**src/rtl/mem_pkg.sv**
```systemverilog
// mem_pkg: access-size encodings and the per-request info record shared by the memory request path
package mem_pkg;
    localparam logic [1:0] SZ_B = 2'd0;
    localparam logic [1:0] SZ_H = 2'd1;
    localparam logic [1:0] SZ_W = 2'd2;
    typedef struct packed {
        logic       load;
        logic [1:0] size;
        logic       uns;
        logic [1:0] off;
    } req_info_t;
endpackage

```
**src/rtl/req_info_fifo.sv**
```systemverilog
// req_info_fifo: in-order record of issued requests; pop on full may coincide with push
module req_info_fifo
    import mem_pkg::*;
#(
    parameter int DEPTH = 4
) (
    input  logic                     clk,
    input  logic                     resetn,
    input  logic                     push,
    input  logic                     pop,
    input  req_info_t                din,
    output req_info_t                dout,
    output logic                     full,
    output logic                     empty,
    output logic [$clog2(DEPTH):0]   count
);
    localparam int AW = $clog2(DEPTH);
    localparam int CW = AW + 1;
    req_info_t mem [DEPTH];
    logic [AW-1:0] wp, rp;
    logic do_push, do_pop;
    assign full    = count == CW'(DEPTH);
    assign empty   = count == '0;
    assign do_pop  = pop & ~empty;
    assign do_push = push & (~full | do_pop);
    assign dout    = mem[rp];
    always_ff @(posedge clk) if (do_push) mem[wp] <= din;
    always_ff @(posedge clk) begin
        if (!resetn) begin
            wp    <= '0;
            rp    <= '0;
            count <= '0;
        end else begin
            wp    <= wp + AW'(do_push);
            rp    <= rp + AW'(do_pop);
            count <= count + CW'(do_push) - CW'(do_pop);
        end
    end
endmodule

```
**src/rtl/ex_mem_req_unit.sv**
```systemverilog
// ex_mem_req_unit: issues EX-stage loads/stores to data SRAM, tracks in-flight requests and shapes responses.
// Define EX_MEM_ALE_EN to flag misaligned half/word accesses (ale) instead of issuing them.
module ex_mem_req_unit
    import mem_pkg::*;
#(
    parameter int ADDR_W    = 32,
    parameter int MAX_OUTST = 4
) (
    input  logic                         clk,
    input  logic                         resetn,
    input  logic                         in_valid,
    output logic                         in_ready,
    input  logic                         in_load,
    input  logic                         in_store,
    input  logic [1:0]                   in_size,
    input  logic                         in_unsigned,
    input  logic [ADDR_W-1:0]            in_addr,
    input  logic [31:0]                  in_wdata,
    input  logic                         flush,
    output logic                         ale,
    output logic                         req,
    output logic                         wr,
    output logic [1:0]                   size,
    output logic [3:0]                   wstrb,
    output logic [ADDR_W-1:0]            addr,
    output logic [31:0]                  wdata,
    input  logic                         addr_ok,
    input  logic                         data_ok,
    input  logic [31:0]                  rdata,
    output logic                         resp_valid,
    output logic [31:0]                  resp_data,
    output logic [$clog2(MAX_OUTST):0]   outst
);
    localparam int CW = $clog2(MAX_OUTST) + 1;
    logic mem_op, push, pop, full, empty;
    logic [CW-1:0] total, total_next, disc;
    logic [31:0] sh;
    req_info_t head;
    assign mem_op = in_load | in_store;
`ifdef EX_MEM_ALE_EN
    assign ale = in_valid & mem_op & ((in_size == SZ_H & in_addr[0]) | (in_size == SZ_W & |in_addr[1:0]));
`else
    assign ale = 1'b0;
`endif
    assign req      = resetn & in_valid & mem_op & ~ale & ~flush & ~full;
    assign in_ready = ~mem_op | ale | (req & addr_ok);
    assign wr       = in_store;
    assign size     = in_size;
    assign addr     = in_addr;
    assign wstrb    = ~in_store ? 4'b0000 :
                      in_size == SZ_B ? 4'b0001 << in_addr[1:0] :
                      in_size == SZ_H ? (in_addr[1] ? 4'b1100 : 4'b0011) : 4'b1111;
    assign wdata    = in_size == SZ_B ? {4{in_wdata[7:0]}} :
                      in_size == SZ_H ? {2{in_wdata[15:0]}} : in_wdata;
    assign push     = req & addr_ok;
    assign pop      = data_ok & ~empty;
    req_info_fifo #(.DEPTH(MAX_OUTST)) u_fifo (
        .clk    (clk),
        .resetn (resetn),
        .push   (push),
        .pop    (pop),
        .din    ('{load: in_load, size: in_size, uns: in_unsigned, off: in_addr[1:0]}),
        .dout   (head),
        .full   (full),
        .empty  (empty),
        .count  (total)
    );
    assign total_next = total + CW'(push) - CW'(pop);
    // Everything still in flight when flush hits belongs to cancelled ops.
    always_ff @(posedge clk) begin
        if (!resetn) disc <= '0;
        else disc <= flush ? total_next : (pop && disc != '0) ? disc - 1'b1 : disc;
    end
    assign outst      = total - disc;
    assign resp_valid = resetn & pop & (disc == '0);
    assign sh         = rdata >> {head.off, 3'b000};
    assign resp_data  = ~head.load ? 32'd0 :
                        head.size == SZ_B ? {{24{~head.uns & sh[7]}}, sh[7:0]} :
                        head.size == SZ_H ? {{16{~head.uns & sh[15]}}, sh[15:0]} : sh;
endmodule

```
**config.mk**
```make
export PLATFORM = sky130hd
export DESIGN_NAME = ex_mem_req_unit
export DESIGN_NICKNAME = d
export VERILOG_FILES = /design/src/rtl/mem_pkg.sv /design/src/rtl/req_info_fifo.sv /design/src/rtl/ex_mem_req_unit.sv
export SDC_FILE = /design/constraint.sdc
export NUM_CORES = 1
export LEC_CHECK = 0
export CAP_MARGIN = 20
export CORE_UTILIZATION = 39
export DETAILED_ROUTE_END_ITERATION = 12
export PLACE_DENSITY_LB_ADDON = 0.25
export SYNTH_ARGS = -nofsm -noshare
export SYNTH_HDL_FRONTEND = slang
export SYNTH_SLANG_ARGS = --single-unit
```
**constraint.sdc**
```tcl
create_clock -name clk -period 4.9 [get_ports clk]
set_input_delay 0.98 -clock clk [delete_from_list [all_inputs] [get_ports clk]]
set_output_delay 0.98 -clock clk [all_outputs]
set_load 0.05 [all_outputs]
```
After elaboration in Yosys (flattened, before gate mapping) --
Memories as Yosys holds them, arrays and structs flattened. A register that Yosys moved wholly into a read port is not among the register bits. Cells that the tools add are included.
Word-level totals: memory bits (read-only) 0, bits in latches 0, memories 1, memory bits (writable) 24, bits of input ports 107, register bits after elaboration 10
Memories:
- u_fifo.mem | words 4, bits a word 6, read ports 1, clocked after memory_dff 1, write ports 1, line req_info_fifo.sv:19 | req_info_t mem [DEPTH];
Cells by class: multipliers 0, multiplexer cells 14, equality and inequality tests 3, magnitude comparators 0, shift operators 2, bitwise gates (word level) 20, divide/modulo/power cells 0, reductions and logical operators 7, $add $sub $neg 8
Operators by type and width (number):
- $mux W32 | 5
- $shr A32 B5 Y32 | 1
- $mux W4 | 4
- $and A1 B1 Y1 | 12
- $add A3 B1 Y3 | 2
- $logic_not A3 Y1 | 2
- $mux W3 | 2
- $sub A3 B1 Y3 | 2
- $not A1 Y1 | 5
- $add A2 B1 Y2 | 2
- $eq A2 B1 Y1 const B | 2
- $logic_not A2 Y1 | 2
- $shl A1 B2 Y4 const A | 1
- $eq A3 B3 Y1 const B | 1
- $or A1 B1 Y1 | 3
- $reduce_bool A3 Y1 | 1
- $sub A3 B1 Y3 const B | 1
- $sub A3 B3 Y3 | 1
- $mux W1 | 2
- $mux W2 | 1
- $reduce_bool A2 Y1 | 1
- $logic_and A1 B1 Y1 | 1

Depth between registers and ports, before layout --
depth after elaboration 8, depth in mapped cells 9, depth with buffers taken out 9

Cells and area by module --
A second synthesis with hierarchy kept.
Second synthesis, totals: cells, all modules 324, area, all modules 3114.2 um^2
By module, submodules not included:
- ex_mem_req_unit | cells each 255, instances 1, area each 1846.8 um^2
- req_info_fifo | cells each 69, instances 1, area each 1267.5 um^2

Worst setup path before layout --
No wires, ideal clock.
path kind in2out, from input in_store, to output in_ready, stages on the path 4, data required time 3.920 ns, slack 0.693 ns, data arrival time 3.227 ns, path through o211ai_1 -> a211oi_1 -> nand2_1 -> o21ai_0
On the way: word-level cells in the longest chain between the ends 6, elaborated cells on any way between the ends 7, classes of those cells bitwise: 7
Ends and longest elaborated chain:
- start, declared | line ex_mem_req_unit.sv:14 | input logic in_store,
- $or A1 B1 Y1 | line ex_mem_req_unit.sv:39 | assign mem_op = in_load | in_store;
- $and A1 B1 Y1 (3 in a row) | line ex_mem_req_unit.sv:45 | assign req = resetn & in_valid & mem_op & ~ale & ~flush & ~full;
- via req | line ex_mem_req_unit.sv:21 | output logic req,
- $and A1 B1 Y1 | line ex_mem_req_unit.sv:46 | assign in_ready = ~mem_op | ale | (req & addr_ok);
- $or A1 B1 Y1 | line ex_mem_req_unit.sv:46
- end, declared | line ex_mem_req_unit.sv:12 | output logic in_ready,
The timed path passes the listed nets, and every way through them passes these cells.

==> flow_metrics.tcl <==
set metrics [dict create \
    area_growth_pct 42.6 \
    end_kind "primary output" \
    yosys_warnings 0 \
    die_w_um 92.6 \
    final_nets 562 \
    grtUsageTotal_pct 19.4 \
    maxCapViolations 0 \
    regToRegSetupSlack_ns 2.64 \
    dr.pass1.iters 5 \
    holdPathEnd "u_fifo.wp[1]" \
    synth_top_area_share_pct 22.5 \
    multi_input_area_um2 1820 \
    p_per_area_nw_per_um2 468 \
    synth_nets 453 \
    critPathKind "reg2out" \
    ys_seq_elements 34 \
    grt_pass1_wl_um 13200 \
    cts_hold_buf 0 \
    drive_above_1_share_pct 13.5 \
    wl_met1_um 3500 \
    ys.flop_type "edfxtp_1" \
    cts.clk_slew.worst_paths_ns 0.06 \
    slew_violations 0 \
    initial_core_util_pct 40.8 \
    fillers 708 \
    synth_top_cell_by_area "edfxtp_1" \
    clk_latency_ns 0.28 \
    setup_violations 0 \
    slew-limit-headroom_pct 52.9 \
    fp.dieH_um 92.6 \
    drtIter0Drc 62 \
    min_period_ns 4.44 \
    gp_congestion 0.804 \
    hp-class "reg2reg" \
    setup-tns-final_ns 0 \
    clock-sinks 34 \
    total_leakage_power_nw 1.80 \
    antenna_found_initial 0 \
    required_ns 3.92 \
    syn_avg_cell_area_um2 9.56 \
    grt_max_degree 35 \
    vias_per_cell 5.16 \
    async_flop_share_pct 0 \
    status "finished, final reports clean" \
    htree_levels 2 \
    die-area_um2 8580 \
    io_pins 217 \
    cts_buffer_depth 2 \
    arrival_ns 3.46 \
    syn_inst 335 \
    avgRoutedWirePerCell_um 15.6 \
    tightestPinTransition_ns 0.704 \
    worstReg2RegStart "u_fifo.count[1]" \
    crit_path_start_kind "flop" \
    synth-seq-area-share_pct 28.7 \
    vias 2825 \
    grt_pass1_vias 2722 \
    seq_area_um2 921 \
    wl_met2_um 4130 \
    drt-total-wl_um 8540 \
    r2r_end "u_fifo.count[2]" \
    synth_area_leaders "edfxtp_1 (22%), buf_4 (11%), mux2_2 (9.8%)" \
    final_cell_mix "clkdlybuf4s50_1 (147), nand2_1 (38), mux2_2 (28), edfxtp_1 (24), mux2i_1 (22)" \
    drc_errors 0 \
    cts_root_buffer "clkbuf_8" \
    finalHoldViolCount 0 \
    path_max_fanout 19 \
    core_um2 7850 \
    fmax_ghz 0.225 \
    antenna_cells 0 \
    finClkSkew_ns 0.00483 \
    peakVddDrop_v 0.000296 \
    cts_setup_buffers 0 \
    cts_tree "yes" \
    yosysUniqueCellTypes 41 \
    portBuffers 155 \
    post-route-period-util_pct 90.6 \
    numCtsBuffers 5 \
    synth-edff-count 24 \
    final_common_cell "clkdlybuf4s50_1" \
    r2r_cells 9 \
    topRoutingLayerUsed "met4" \
    hold_start "u_fifo.wp[1]" \
    ant_nets 0 \
    synth_area_um2 3200 \
    hold_depth 2 \
    cts_resized 0 \
    dr_wl_met3_um 809 \
    rsz0062_at_grt "no" \
    core.rowCount 32 \
    gr-total-overflow 0 \
    hpwlAfterDp_um 6620 \
    power.total_mw 2.14 \
]
## synth_stat cells (9+ instances only)
library cell,n
edfxtp_1,24
mux2i_1,22
nor2_1,19
mux2_2,28
dfxtp_1,10
inv_1,13
nor2b_1,12
nand2_1,38
o21ai_0,10
a21oi_1,18
buf_4,46
clkbuf_1,9
## cell families after synthesis
| logic type | synth area share (%) |
|---|---|
| xor gates and xnor gates | 2.46 |
| other | 0.117 |
| buffers and inverters | 14.6 |
| and+or+nand+nor | 13.2 |
| adders and majority gates | 5.00 |
| AOI/OAI and AO/OA | 13.8 |
| muxes | 22.1 |
| DFF | 28.7 |
## registers in the layout, indices dropped and copies added, names as in the netlist
register and count:
u_fifo.mem 24, disc 3, u_fifo.count 3, u_fifo.rp 2
u_fifo.wp 2
## metal layers
| metal | GRT usage, % | vias to the layer above |
|---|---|---|
| met5 | 0 | - |
| li1 | - | 1362 |
| met3 | 5.58 | 12 |
| met1 | 22.5 | 1302 |
| met4 | 5.13 | 0 |
| met2 | 34.9 | 149 |
## final cells by class
cell class	count	area share, %
inverter	13	1.07
clock inverter	1	0.0822
tap	102	2.79
timing repair buffer	161	34.5
multi-input combinational	229	39.8
sequential	34	20.2
clock buffer	7	1.67
## stage by stage
stage / setup slack, ns / std cells / cell area, um2 / utilization (%) / hold slack, ns
after CTS: 0.452 / 546 / 4560 / 58.1 / 0.642
after global routing: 0.265 / 547 / 4570 / 58.2 / 0.655
final: 0.462 / 547 / 4570 / 58.2 / 0.640
after floorplan: 0.693 / 335 / 3200 / - / 0.577
after global placement: 0.733 / 538 / 4480 / 57.1 / 0.602
after detailed placement: 0.704 / 538 / 4480 / 57.1 / 0.624
## critical path: stages (launching register included)
cell and delay (ns):
dfxtp_1 0.51, buf_4 0.23, mux4_2 0.60, nor2_2 0.42, nor2b_1 0.14, a21oi_4 0.44, nor2_1 0.12, clkdlybuf4s50_1 0.72
## power by group
part           switching [mW]  internal [mW]  total [mW]  leakage, nW
logic                   0.986          0.590        1.58         1.46
clock network          0.0915         0.0987       0.190       0.0399
registers              0.0388          0.334       0.373        0.298
## how the worst max path moves through the flow
stage | startpoint | end | cells after the start
3_3_place_gp | resetn | in_ready | 7
5_1_grt | u_fifo.rp[0] | resp_data[13] | 7
4_1_cts | u_fifo.rp[0] | resp_data[15] | 7
3_5_place_dp | rdata[23] | resp_data[21] | 6
2_1_floorplan | in_store | in_ready | 4
6_report | u_fifo.rp[0] | resp_data[15] | 7
No activity file was read; power rests on OpenSTA's default activity.
